<file path="config.mk">
export PLATFORM = sky130hd
export DESIGN_NAME = wb_uart_arbiter_flat
export DESIGN_NICKNAME = d
export VERILOG_FILES = /design/src/rtl/wb_uart_arbiter_if.sv /design/src/rtl/wb_uart_arbiter.sv /design/src/flat_wrapper.sv
export SDC_FILE = /design/constraint.sdc
export NUM_CORES = 1
export LEC_CHECK = 0
export BUFFER_PORTS_ARGS = -buffer_cell sky130_fd_sc_hd__buf_2
export CAP_MARGIN = 40
export CORE_AREA = 8 8 95 97
export DETAILED_ROUTE_END_ITERATION = 10
export DIE_AREA = 0 0 103 105
export HOLD_SLACK_MARGIN = 0.05
export PLACE_DENSITY = 0.74
export SYNTH_ARGS = -nofsm -noshare
export SYNTH_HDL_FRONTEND = slang
export SYNTH_SLANG_ARGS = --single-unit
</file>
<file path="constraint.sdc">
create_clock -name wb_clk_i -period 2.1 [get_ports wb_clk_i]
set_input_delay 0.42 -clock wb_clk_i [delete_from_list [all_inputs] [get_ports wb_clk_i]]
set_output_delay 0.42 -clock wb_clk_i [all_outputs]
set_load 0.03 [all_outputs]
</file>
<file path="src/rtl/wb_uart_arbiter_if.sv">
// Bus bundle for wb_uart_arbiter: N packed Wishbone masters on one side, the UART slave on the other.
// Signal suffixes are from the arbiter's point of view; the master modport is the environment side.
interface wb_uart_arbiter_if #(
    parameter int NUM_MASTERS = 2,
    parameter int ADR_WIDTH   = 24
);
    logic [NUM_MASTERS*ADR_WIDTH-1:0] m_adr_i;
    logic [NUM_MASTERS*32-1:0]        m_dat_i;
    logic [NUM_MASTERS*4-1:0]         m_sel_i;
    logic [NUM_MASTERS-1:0]           m_we_i;
    logic [NUM_MASTERS-1:0]           m_cyc_i;
    logic [NUM_MASTERS-1:0]           m_stb_i;
    logic [31:0]                      m_dat_o;
    logic [NUM_MASTERS-1:0]           m_ack_o;
    logic [NUM_MASTERS-1:0]           m_err_o;
    logic [ADR_WIDTH-1:0]             s_adr_o;
    logic [31:0]                      s_dat_o;
    logic [3:0]                       s_sel_o;
    logic                             s_we_o;
    logic                             s_cyc_o;
    logic                             s_stb_o;
    logic [31:0]                      s_dat_i;
    logic                             s_ack_i;
    logic                             s_err_i;
    logic                             timeout_o;

    modport master (
        output m_adr_i, m_dat_i, m_sel_i, m_we_i, m_cyc_i, m_stb_i,
        output s_dat_i, s_ack_i, s_err_i,
        input  m_dat_o, m_ack_o, m_err_o,
        input  s_adr_o, s_dat_o, s_sel_o, s_we_o, s_cyc_o, s_stb_o, timeout_o
    );

    modport slave (
        input  m_adr_i, m_dat_i, m_sel_i, m_we_i, m_cyc_i, m_stb_i,
        input  s_dat_i, s_ack_i, s_err_i,
        output m_dat_o, m_ack_o, m_err_o,
        output s_adr_o, s_dat_o, s_sel_o, s_we_o, s_cyc_o, s_stb_o, timeout_o
    );
endinterface

</file>
<file path="src/rtl/wb_uart_arbiter.sv">
// Round-robin Wishbone classic arbiter sharing one UART slave among NUM_MASTERS requesters,
// with a bus timeout that forces an error when the slave never answers.
module wb_uart_arbiter #(
    parameter int NUM_MASTERS    = 2,
    parameter int ADR_WIDTH      = 24,
    parameter int TIMEOUT_CYCLES = 256
) (
    input  logic             wb_clk_i,
    input  logic             wb_rst_n_i,
    wb_uart_arbiter_if.slave bus
);
    localparam int GW = (NUM_MASTERS > 1) ? $clog2(NUM_MASTERS) : 1;
    localparam int CW = (TIMEOUT_CYCLES > 0) ? $clog2(TIMEOUT_CYCLES + 1) : 1;
    localparam bit TO_EN = (TIMEOUT_CYCLES > 0);
    localparam logic [CW-1:0] CNT_LIMIT = TO_EN ? CW'(TIMEOUT_CYCLES - 1) : '0;

    localparam logic [1:0] ST_IDLE    = 2'd0;
    localparam logic [1:0] ST_BUSY    = 2'd1;
    localparam logic [1:0] ST_TIMEOUT = 2'd2;

    logic [1:0]    state_q, state_d;
    logic [GW-1:0] grant_q, grant_d;
    logic [GW-1:0] last_grant_q, last_grant_d;
    logic [CW-1:0] cnt_q, cnt_d;

    logic [ADR_WIDTH-1:0]   adr_arr [NUM_MASTERS];
    logic [31:0]            dat_arr [NUM_MASTERS];
    logic [3:0]             sel_arr [NUM_MASTERS];
    logic [NUM_MASTERS-1:0] req;
    logic [NUM_MASTERS-1:0] ack_vec;
    logic [NUM_MASTERS-1:0] err_vec;

    logic busy;
    logic in_timeout;
    logic ack_fwd;

    assign busy       = (state_q == ST_BUSY);
    assign in_timeout = (state_q == ST_TIMEOUT);
    // Error wins when the slave raises both responses in one cycle.
    assign ack_fwd    = bus.s_ack_i & ~bus.s_err_i;

    genvar gi;
    generate
        for (gi = 0; gi < NUM_MASTERS; gi++) begin : g_master
            assign adr_arr[gi] = bus.m_adr_i[gi*ADR_WIDTH +: ADR_WIDTH];
            assign dat_arr[gi] = bus.m_dat_i[gi*32 +: 32];
            assign sel_arr[gi] = bus.m_sel_i[gi*4 +: 4];
            assign req[gi]     = bus.m_cyc_i[gi] & bus.m_stb_i[gi];
            assign ack_vec[gi] = busy & (grant_q == GW'(gi)) & ack_fwd;
            assign err_vec[gi] = (grant_q == GW'(gi)) & ((busy & bus.s_err_i) | in_timeout);
        end
    endgenerate

    // Search starts one past the previous winner so every requester gets a turn.
    logic [GW-1:0] next_grant;
    logic [GW-1:0] cand;
    logic          found;
    int            idx;

    always_comb begin
        next_grant = last_grant_q;
        cand       = '0;
        found      = 1'b0;
        idx        = 0;
        for (int i = 1; i <= NUM_MASTERS; i++) begin
            idx  = (int'(last_grant_q) + i) % NUM_MASTERS;
            cand = GW'(idx);
            if (!found && req[cand]) begin
                found      = 1'b1;
                next_grant = cand;
            end
        end
    end

    always_comb begin
        state_d      = state_q;
        grant_d      = grant_q;
        last_grant_d = last_grant_q;
        cnt_d        = cnt_q;
        case (state_q)
            ST_IDLE: begin
                if (|req) begin
                    grant_d      = next_grant;
                    last_grant_d = next_grant;
                    cnt_d        = '0;
                    state_d      = ST_BUSY;
                end
            end
            ST_BUSY: begin
                if (bus.s_ack_i || bus.s_err_i) begin
                    state_d = ST_IDLE;
                end else if (!bus.m_cyc_i[grant_q]) begin
                    state_d = ST_IDLE;
                end else if (TO_EN && (cnt_q == CNT_LIMIT)) begin
                    state_d = ST_TIMEOUT;
                end else if (TO_EN) begin
                    cnt_d = cnt_q + CW'(1);
                end
            end
            ST_TIMEOUT: state_d = ST_IDLE;
            default:    state_d = ST_IDLE;
        endcase
    end

    always_ff @(posedge wb_clk_i or negedge wb_rst_n_i) begin
        if (!wb_rst_n_i) begin
            state_q      <= ST_IDLE;
            grant_q      <= '0;
            last_grant_q <= GW'(NUM_MASTERS - 1);
            cnt_q        <= '0;
        end else begin
            state_q      <= state_d;
            grant_q      <= grant_d;
            last_grant_q <= last_grant_d;
            cnt_q        <= cnt_d;
        end
    end

    // Everything below is gated by state, so an asynchronous reset silences the bus at once.
    assign bus.s_adr_o   = busy ? adr_arr[grant_q] : '0;
    assign bus.s_dat_o   = busy ? dat_arr[grant_q] : '0;
    assign bus.s_sel_o   = busy ? sel_arr[grant_q] : '0;
    assign bus.s_we_o    = busy & bus.m_we_i[grant_q];
    assign bus.s_cyc_o   = busy & bus.m_cyc_i[grant_q];
    assign bus.s_stb_o   = busy & bus.m_stb_i[grant_q];
    assign bus.m_dat_o   = busy ? bus.s_dat_i : '0;
    assign bus.m_ack_o   = ack_vec;
    assign bus.m_err_o   = err_vec;
    assign bus.timeout_o = in_timeout;

endmodule

</file>
<file path="src/flat_wrapper.sv">
// flat-port wrapper written by rule: the top's interface ports become plain ports
module wb_uart_arbiter_flat 
#(
    parameter int NUM_MASTERS    = 2,
    parameter int ADR_WIDTH      = 24,
    parameter int TIMEOUT_CYCLES = 256
)
  (wb_clk_i, wb_rst_n_i, bus_m_adr_i, bus_m_dat_i, bus_m_sel_i, bus_m_we_i, bus_m_cyc_i, bus_m_stb_i, bus_s_dat_i, bus_s_ack_i, bus_s_err_i, bus_m_dat_o, bus_m_ack_o, bus_m_err_o, bus_s_adr_o, bus_s_dat_o, bus_s_sel_o, bus_s_we_o, bus_s_cyc_o, bus_s_stb_o, bus_timeout_o);
  wb_uart_arbiter_if #(.NUM_MASTERS(NUM_MASTERS), .ADR_WIDTH(ADR_WIDTH)) bus_i ();
  input  logic wb_clk_i;
  input  logic wb_rst_n_i;
  input wire logic [$bits(bus_i.m_adr_i)-1:0] bus_m_adr_i;
  input wire logic [$bits(bus_i.m_dat_i)-1:0] bus_m_dat_i;
  input wire logic [$bits(bus_i.m_sel_i)-1:0] bus_m_sel_i;
  input wire logic [$bits(bus_i.m_we_i)-1:0] bus_m_we_i;
  input wire logic [$bits(bus_i.m_cyc_i)-1:0] bus_m_cyc_i;
  input wire logic [$bits(bus_i.m_stb_i)-1:0] bus_m_stb_i;
  input wire logic [$bits(bus_i.s_dat_i)-1:0] bus_s_dat_i;
  input wire logic [$bits(bus_i.s_ack_i)-1:0] bus_s_ack_i;
  input wire logic [$bits(bus_i.s_err_i)-1:0] bus_s_err_i;
  output wire logic [$bits(bus_i.m_dat_o)-1:0] bus_m_dat_o;
  output wire logic [$bits(bus_i.m_ack_o)-1:0] bus_m_ack_o;
  output wire logic [$bits(bus_i.m_err_o)-1:0] bus_m_err_o;
  output wire logic [$bits(bus_i.s_adr_o)-1:0] bus_s_adr_o;
  output wire logic [$bits(bus_i.s_dat_o)-1:0] bus_s_dat_o;
  output wire logic [$bits(bus_i.s_sel_o)-1:0] bus_s_sel_o;
  output wire logic [$bits(bus_i.s_we_o)-1:0] bus_s_we_o;
  output wire logic [$bits(bus_i.s_cyc_o)-1:0] bus_s_cyc_o;
  output wire logic [$bits(bus_i.s_stb_o)-1:0] bus_s_stb_o;
  output wire logic [$bits(bus_i.timeout_o)-1:0] bus_timeout_o;
  assign bus_i.m_adr_i = bus_m_adr_i;
  assign bus_i.m_dat_i = bus_m_dat_i;
  assign bus_i.m_sel_i = bus_m_sel_i;
  assign bus_i.m_we_i = bus_m_we_i;
  assign bus_i.m_cyc_i = bus_m_cyc_i;
  assign bus_i.m_stb_i = bus_m_stb_i;
  assign bus_i.s_dat_i = bus_s_dat_i;
  assign bus_i.s_ack_i = bus_s_ack_i;
  assign bus_i.s_err_i = bus_s_err_i;
  assign bus_m_dat_o = bus_i.m_dat_o;
  assign bus_m_ack_o = bus_i.m_ack_o;
  assign bus_m_err_o = bus_i.m_err_o;
  assign bus_s_adr_o = bus_i.s_adr_o;
  assign bus_s_dat_o = bus_i.s_dat_o;
  assign bus_s_sel_o = bus_i.s_sel_o;
  assign bus_s_we_o = bus_i.s_we_o;
  assign bus_s_cyc_o = bus_i.s_cyc_o;
  assign bus_s_stb_o = bus_i.s_stb_o;
  assign bus_timeout_o = bus_i.timeout_o;
  wb_uart_arbiter #(.NUM_MASTERS(NUM_MASTERS), .ADR_WIDTH(ADR_WIDTH), .TIMEOUT_CYCLES(TIMEOUT_CYCLES)) u_core (.wb_clk_i(wb_clk_i), .wb_rst_n_i(wb_rst_n_i), .bus(bus_i));
endmodule
</file>
==> After elaboration in Yosys (flattened, before gate mapping) <==
Index checks and enable logic that the tools add are counted.
{ "totals": {"register_bits": 13, "out_inout_bits": 100, "elab_cells": 81} }
{ "classes": {"order_cmp": 4, "n_reduce_logical": 9, "n_bitwise": 17, "mux": 36, "n_eq_ne": 8, "add_sub_neg": 3} }
{ "op_table": {"columns": ["operator", "count"], "rows": [
  ["$mux W32", 5],
  ["$mux W24", 4],
  ["$mux W9", 4],
  ["$pmux W9 S2", 1],
  ["$mux W4", 4],
  ["$and A1 B1 Y1", 13],
  ["$mux W1", 13],
  ["$add A9 B1 Y9 const B", 1],
  ["$eq A9 B8 Y1 const B", 1],
  ["$mux W2", 4],
  ["$lt A1 B2 Y1 const B", 3],
  ["$ne A2 B2 Y1 const B", 3],
  ["$reduce_and A5 Y1", 1],
  ["$ne A4 B4 Y1 const B", 1],
  ["$pmux W2 S2", 1],
  ["$reduce_and A2 Y1", 2],
  ["$add A1 B1 Y1 const B", 2],
  ["$eq A2 B1 Y1 const B", 1],
  ["$eq A2 B2 Y1 const B", 1],
  ["$ge A2 B2 Y1 const B", 1],
  ["$logic_not A2 Y1", 1],
  ["$ne A2 B1 Y1 const B", 1],
  ["$not A1 Y1", 2],
  ["$not A1 Y2", 1],
  ["6 further kinds", 6]
]} }

==> Longest topological paths before layout <==
Gate-level depths: netlist (run 1).
{ "depth": {"ltp_word": 7, "depth_mapped": 9, "depth_no_buf": 8} }

==> Worst setup path after synthesis (run 1) <==
Ideal clock, no wire load.
{ "synth_timing": {"path_type": "reg2out", "from": "reg u_core.grant_q", "to": "out bus_m_ack_o[0]", "path_stages_with_launch": 5, "path_slack_ns": -0.268, "arrival_time_ns": 1.948, "path_cell_list": "dfrtp_1 buf_2 buf_2 buf_2 nor4b_1"} }
{ "synth_between": {"elab_chain_len": 3} }
{ "synth_rtl": {"columns": ["item", "line_no", "source"], "rows": [
  ["from (decl)", "wb_uart_arbiter.sv:22", "logic [GW-1:0] grant_q, grant_d;"],
  ["from (signal assigned)", "wb_uart_arbiter.sv:113", "grant_q <= grant_d;"],
  ["$not A1 Y1", "wb_uart_arbiter.sv:49", "assign ack_vec[gi] = busy & (grant_q == GW'(gi)) & ack_fwd;"],
  ["$and A1 B1 Y1 (2 in a row)", "wb_uart_arbiter.sv:49", null],
  ["to (decl)", "flat_wrapper.sv:22", "output wire logic [$bits(bus_i.m_ack_o)-1:0] bus_m_ack_o;"]
]} }
Every way passes these cells.

==> Worst setup path after layout (run 1) <==
{ "layout_timing": {"from": "reg u_core.grant_q", "to": "out bus_s_dat_o[1]"} }
{ "layout_between": {"elab_chain_len": 5} }
{ "layout_rtl": {"columns": ["item", "line_no", "source"], "rows": [
  ["$not A1 Y2 (not written as such)", "wb_uart_arbiter.sv:121", "assign bus.s_dat_o = busy ? dat_arr[grant_q] : '0;"],
  ["$mux W32 (not written as such) (3 in a row)", "wb_uart_arbiter.sv:121", null],
  ["$mux W32", "wb_uart_arbiter.sv:121", null],
  ["to (decl)", "flat_wrapper.sv:25", "output wire logic [$bits(bus_i.s_dat_o)-1:0] bus_s_dat_o;"]
]} }
Every way passes these cells. The select of a mux whose other input is x is not followed.

==> impl_metrics.ini, run 1 <==
[status]
status = completed

[drt]
detailedRoute.firstPassIterationCount = 6
highest-signal-layer = met4
wl_met3_um = 1080
num_vias = 2709
vias_per_cell = 4.46
wl_per_cell_um = 15.2
drt-initial-drc-count = 88
totalWireLength_um = 9250
drcViolationCount = 0
met2_wirelength_um = 4720
wl_met1_um = 3300
antenna_violating_nets_post_route = 0

[finish]
leading_cell_type_in_the_layout_fill_and_taps_excluded = sky130_fd_sc_hd__buf_2
area_growth_syn_to_layout_pct = 78.6
final_cell_mix = sky130_fd_sc_hd__buf_2 (261), sky130_fd_sc_hd__nor2_1 (67), sky130_fd_sc_hd__mux2i_1 (62)
finish.utilization = 0.446
final_layout_size_suffix_gt1_frac = 0.560
layoutNonFillerInstCount = 607
nNetsFinal = 670
diodes = 0

[place]
place_inst = 603
io_buffer_count = 261
finalWeightedCongestion = 0.841
dp.final_hpwl_um = 8230
dp_slack_ps = 239

[timing]
layout_min_cycle_time_ps = 2000
grt_setup_unrepaired = no
final-hold-violation-count = 0
fin_skew_ps = 1.06
maxClockFrequency_ghz = 0.499
remaining_max_slew_budget_at_the_tightest_pin = 0.739
final_min_period_over_clock_period = 0.954
setup-violations-final = 0
timing_max_transition_violations_final = 0
timing.final.ws_setup_ps = 96.6
finalSetupTns_ps = 0
worstMarginPinSlew_ps = 392

[worst_setup_path]
crit_path_start_kind = flop
regToRegEndpoint = u_core.cnt_q[7]
rr_worst_depth = 8
arrival_ps = 1580
criticalPathCategory = flop to output port
worstSetupEndpointType = output port
r2r_setup_slack_ps = 220
worst-path-max-fanout = 43
timing.critical_path.required_ps = 1680
worst_r2r_startpoint = u_core.cnt_q[0]

[global_route]
grt_start_max_net_pins = 44
globalRoute.totalOverflow = 0
grt_antenna_before_repair = 0
grt_pass1_vias = 2839
grt_first_pass_wirelength_um = 14100
globalRouteTotalUtil = 0.158

[synth]
dominantRegCellSynth = sky130_fd_sc_hd__dfrtp_1
async_set_or_reset_flop_fraction_in_the_synthesized_netlist = 1.00
ys_seq_elements = 13
synth_sequential_area_ratio = 0.174
synthesis.nets = 416
post_synth_instance_area_um2 = 1880
synth.avg_cell_area_um2 = 7.45
netlist-cell-type-count = 34
netlist.top_cell.by_area = sky130_fd_sc_hd__mux2i_1
postSynthCellCount = 252
synth_largest_type_area_fraction = 0.330
ys_warn_count = 0
synth_top_cells_by_area = sky130_fd_sc_hd__mux2i_1 (33%), sky130_fd_sc_hd__dfrtp_1 (16%), sky130_fd_sc_hd__nor2_1 (13%)
synth_edf_count = 0

[die]
count_of_standard_cell_rows = 32
design.core.area_um2 = 7530
design.die.area_um2 = 10800
start_util = 0.250
ios = 262
die_x_um = 103
die-height_um = 105

[power_and_ir_drop]
power.static_leakage_nw = 2.09
power_density_nw_per_um2 = 588
worst_ir_drop_vdd_mv = 0.280

[clock_tree]
clkSlewWorstSetupHoldPaths_ps = 50
cts_buffers = 3
clock-root-buffer = sky130_fd_sc_hd__clkbuf_8
clock_tree_from_tritoncts = yes
cts_max_path_buffers = 2
htree_num_levels = 1
postcts_resize_cnt = 0
numClockSinks = 13
clkLatencyLatePin_ps = 240
cts.hold.buffers_added = 0
cts_setup_buffers = 0

[worst_hold_path]
hp-class = primary input to async pin

[run]
maxCapViolCount = 0
where the power goes:
part	total (mW)	switching (mW)	internal (mW)
Sequential	0.317	0.0348	0.282
Clock	0.219	0.0850	0.134
Combinational	1.44	0.890	0.547
worst max-delay path by stage:
stage,startpoint,end,slack [ps],depth (start not counted)
5_1_grt,u_core.state_q[1],bus_s_dat_o[23],20,4
4_1_cts,u_core.state_q[1],bus_s_dat_o[23],110,4
6_report,u_core.grant_q,bus_s_dat_o[1],100,4
3_5_place_dp,u_core.cnt_q[0],u_core.cnt_q[7],240,8
3_3_place_gp,u_core.cnt_q[0],u_core.cnt_q[7],280,8
2_1_floorplan,u_core.grant_q,bus_m_ack_o[0],140,4
per-layer routing:
layer | GRT usage | up-vias
li1 | - | 1362
met1 | 0.159 | 1187
met2 | 0.298 | 148
met3 | 0.0511 | 12
met4 | 0.0414 | 0
met5 | 0 | -
layout make-up:
cell class / count / area [µm²]
Clock buffer: 4 / 45.0
Fill cell: 776 / 4170
Inverter: 4 / 15.0
Multi-Input combinational cell: 215 / 1460
Sequential cell: 13 / 330
Tap cell: 102 / 128
Timing Repair Buffer: 269 / 1380
registers in the layout, summed over array words and instances (netlist names):
| name | flops |
|---|---|
| u_core.cnt_q | 9 |
| u_core.grant_q | 1 |
| u_core.state_q | 2 |
| u_core.last_grant_q | 1 |
critical path, cell delays in order, from the launching register on:
cell and delay [ps]:
sky130_fd_sc_hd__dfrtp_4 480, sky130_fd_sc_hd__buf_12 290, sky130_fd_sc_hd__mux2i_1 300, sky130_fd_sc_hd__nor2_1 60, sky130_fd_sc_hd__buf_2 180
logic make-up (layout without fill, tap and decap cells):
group	Yosys count	after routing	synth area share
adders and majority gates	2	2	0.0133
and+or+nand+nor	130	130	0.348
DFF	13	13	0.174
AOI/OAI and AO/OA	19	19	0.0640
muxes	64	64	0.344
buffers and inverters	24	277	0.0560
cell usage after synthesis, types with 2 or more instances:
master                     instances
sky130_fd_sc_hd__inv_1             4
sky130_fd_sc_hd__o21ai_0           8
sky130_fd_sc_hd__buf_2            12
sky130_fd_sc_hd__dfrtp_1          12
sky130_fd_sc_hd__ha_1              2
sky130_fd_sc_hd__mux2i_1          62
sky130_fd_sc_hd__nor2_1           67
sky130_fd_sc_hd__or4_1             2
sky130_fd_sc_hd__nand2_1           6
sky130_fd_sc_hd__a22o_1            2
sky130_fd_sc_hd__a21oi_1           2
sky130_fd_sc_hd__nor2b_1           3
sky130_fd_sc_hd__and2_1           34
sky130_fd_sc_hd__nand3_1           7
sky130_fd_sc_hd__and3_1            3
sky130_fd_sc_hd__clkbuf_1          8
stage by stage:
step | hold slack, ps | area, µm² | power, mW
finish | 58.1 | 3350 | 1.97
global route | 62.8 | 3350 | 2.10
CTS | 62.2 | 3350 | 1.99
detailed placement | 322 | 3310 | 1.77
global placement | 318 | 3310 | 1.75
floorplan | 124 | 1880 | 1.30
Note: power is estimated with default switching activity, not from simulation.
==> run 2, diff against run 1 <==
--- a/config.mk
+++ b/config.mk
@@ -5,13 +5,14 @@
 export SDC_FILE = /design/constraint.sdc
 export NUM_CORES = 1
 export LEC_CHECK = 0
+export ABC_AREA = 1
 export BUFFER_PORTS_ARGS = -buffer_cell sky130_fd_sc_hd__buf_2
 export CAP_MARGIN = 40
-export CORE_AREA = 8 8 95 97
+export CORE_AREA = 8 8 94 96
 export DETAILED_ROUTE_END_ITERATION = 10
-export DIE_AREA = 0 0 103 105
+export DIE_AREA = 0 0 102 104
 export HOLD_SLACK_MARGIN = 0.05
-export PLACE_DENSITY = 0.74
+export PLACE_DENSITY = 0.76
 export SYNTH_ARGS = -nofsm -noshare
 export SYNTH_HDL_FRONTEND = slang
 export SYNTH_SLANG_ARGS = --single-unit
==> run 2 against run 1 <==
Die area decreased by 1.9%. Cell count increased by 21%. Clock skew hardly changed. Critical path type unchanged. Largest power group unchanged. Highest routed layer unchanged.
==> impl_metrics.ini, run 2 <==
[clock_tree]
postcts_resize_cnt = 0
clkSlewWorstSetupHoldPaths_ps = 60
htree_num_levels = 1
cts_max_path_buffers = 2
cts.hold.buffers_added = 0
cts_buffers = 3
clock_tree_from_tritoncts = yes
numClockSinks = 13
cts_setup_buffers = 0
clkLatencyLatePin_ps = 240
clock-root-buffer = sky130_fd_sc_hd__clkbuf_8

[worst_setup_path]
worst-path-max-fanout = 29
criticalPathCategory = flop to output port
worstSetupEndpointType = output port
arrival_ps = 1620
r2r_setup_slack_ps = 310
timing.critical_path.required_ps = 1680
crit_path_start_kind = flop

[synth]
ys_warn_count = 0
post_synth_most_frequent_cells = sky130_fd_sc_hd__nand2_1 (155), sky130_fd_sc_hd__a21oi_1 (65), sky130_fd_sc_hd__inv_1 (49), sky130_fd_sc_hd__nor2_1 (47), sky130_fd_sc_hd__buf_2 (19)
netlist.top_cell.by_area = sky130_fd_sc_hd__nand2_1
async_set_or_reset_flop_fraction_in_the_synthesized_netlist = 1.00
synth_sequential_area_ratio = 0.169
yosys.cell_count.top_type = sky130_fd_sc_hd__nand2_1
netlist-cell-type-count = 21
synth_top_cells_by_area = sky130_fd_sc_hd__nand2_1 (30%), sky130_fd_sc_hd__a21oi_1 (17%), sky130_fd_sc_hd__dfrtp_1 (16%)
synth_largest_type_area_fraction = 0.302
dominantRegCellSynth = sky130_fd_sc_hd__dfrtp_1
synth_edf_count = 0
ys_seq_elements = 13
synthesis.nets = 551
postSynthCellCount = 387
post_synth_instance_area_um2 = 1930
synth.avg_cell_area_um2 = 4.99

[power_and_ir_drop]
power_density_nw_per_um2 = 575
p_sw_frac = 0.567
power.static_leakage_nw = 2.21
internal_power_mw = 0.843
worst_ir_drop_vdd_mv = 0.339
share_comb_of_total_power = 0.730
switching_power_mw = 1.10
sequentialPowerShare = 0.153
power.clock.fraction = 0.117

[timing]
final_min_period_over_clock_period = 0.970
worstMarginPinSlew_ps = 411
finalSetupTns_ps = 0
layout_min_cycle_time_ps = 2040
remaining_max_slew_budget_at_the_tightest_pin = 0.726
grt_setup_unrepaired = no
fin_skew_ps = 1.38
timing_max_transition_violations_final = 0
maxClockFrequency_ghz = 0.491
setup-violations-final = 0
final-hold-violation-count = 0

[global_route]
grt_first_pass_wirelength_um = 16200
globalRouteTotalUtil = 0.185
grt_pass1_vias = 3125
grt_antenna_before_repair = 1
grt_start_max_net_pins = 43
globalRoute.totalOverflow = 0

[finish]
largest_register_ffs = 9
reg.largest.list = u_core.cnt_q x9, u_core.state_q x2
nNetsFinal = 798
finish.instance_area_um2 = 3380
area.sequential_um2 = 328
leading_cell_type_in_the_layout_fill_and_taps_excluded = sky130_fd_sc_hd__buf_2
final.fill_count = 808
multiInputGateArea_um2 = 1300
regMostFlops = u_core.cnt_q
final_cell_mix = sky130_fd_sc_hd__buf_2 (260), sky130_fd_sc_hd__nand2_1 (155), sky130_fd_sc_hd__a21oi_1 (65)
area_growth_syn_to_layout_pct = 75.2
final_layout_size_suffix_gt1_frac = 0.439

[drt]
wl_per_cell_um = 14.7
met2_wirelength_um = 5440
wl_met1_um = 4040
drcViolationCount = 0
drt-initial-drc-count = 130
vias_per_cell = 4.42
detailedRoute.firstPassIterationCount = 4
wl_met3_um = 1030
totalWireLength_um = 10800
antenna_violating_nets_post_route = 0
num_vias = 3252
highest-signal-layer = met4

[die]
ios = 262
count_of_standard_cell_rows = 32
design.core.area_um2 = 7450
start_util = 0.259
design.die.area_um2 = 10600
die-height_um = 104
die_x_um = 102

[place]
dp.final_hpwl_um = 9090
placedInstanceArea_um2 = 3320
finalWeightedCongestion = 0.928
io_buffer_count = 261

[status]
status = completed

[worst_hold_path]
hp-class = primary input to async pin

[run]
maxCapViolCount = 0
run 2: kinds of logic (layout without fill, tap and decap cells):
logic type | count (synthesis) | after routing | share of synthesized area
AO/OA/AOI/OAI | 72 | 72 | 0.190
adder cells (fa/ha/maj) | 2 | 2 | 0.0130
buffers and inverters | 75 | 321 | 0.162
flip-flops | 13 | 13 | 0.169
other | 0 | 1 | 0
AND/OR/NAND/NOR | 225 | 225 | 0.466
run 2: worst paths after layout:
path                       depth (start not counted)                  end                 from
setup / recovery                                   5       bus_s_dat_o[9]    u_core.state_q[1]
hold / removal                                     1      u_core.cnt_q[6]           wb_rst_n_i
setup reg to reg                                  11      u_core.cnt_q[3]      u_core.cnt_q[0]
hold reg to reg                                    2  u_core.last_grant_q  u_core.last_grant_q
max in group asynchronous                          1  u_core.last_grant_q           wb_rst_n_i
min in group wb_clk_i                              3  u_core.last_grant_q       bus_m_stb_i[1]
run 2: power groups by stage:
stage | registers [mW] | logic (mW) | clock network (mW)
3_3_place_gp | 0.296 | 1.41 | 0
5_1_grt | 0.300 | 1.54 | 0.242
4_1_cts | 0.295 | 1.42 | 0.230
3_5_place_dp | 0.300 | 1.42 | 0
2_1_floorplan | 0.293 | 0.946 | 0
6_report | 0.297 | 1.42 | 0.228
run 2: critical path: stages (launching register included):
cell,delay [ps]
sky130_fd_sc_hd__dfrtp_1,370
sky130_fd_sc_hd__inv_1,160
sky130_fd_sc_hd__nand2_8,160
sky130_fd_sc_hd__buf_12,210
sky130_fd_sc_hd__a21oi_1,210
sky130_fd_sc_hd__clkbuf_4,240
run 2: through the flow:
step                setup slack [ps]  instances  utilization  hold WS (ps)  total power [mW]
floorplan                       71.6        387            -           124              1.24
global placement                 321        731        0.446           318              1.70
detailed placement               321        731        0.446           325              1.72
CTS                             49.2        735        0.452          62.9              1.95
global route                    2.02        736        0.454          75.2              2.08
finish                          62.1        736        0.454          51.5              1.94
run 2: final cells by class:
type                       instances  area share
antenna                            1    0.000740
clock buffer                       4      0.0133
inverter                          49      0.0544
multi-input combinational        299       0.386
sequential                        13      0.0970
tap                              102      0.0377
timing repair buffer             268       0.411
run 2: layer usage:
| layer | GRT usage | up-vias |
|---|---|---|
| li1 | - | 1681 |
| met5 | 0 | - |
| met1 | 0.210 | 1398 |
| met4 | 0.0619 | 0 |
| met3 | 0.0402 | 23 |
| met2 | 0.327 | 150 |
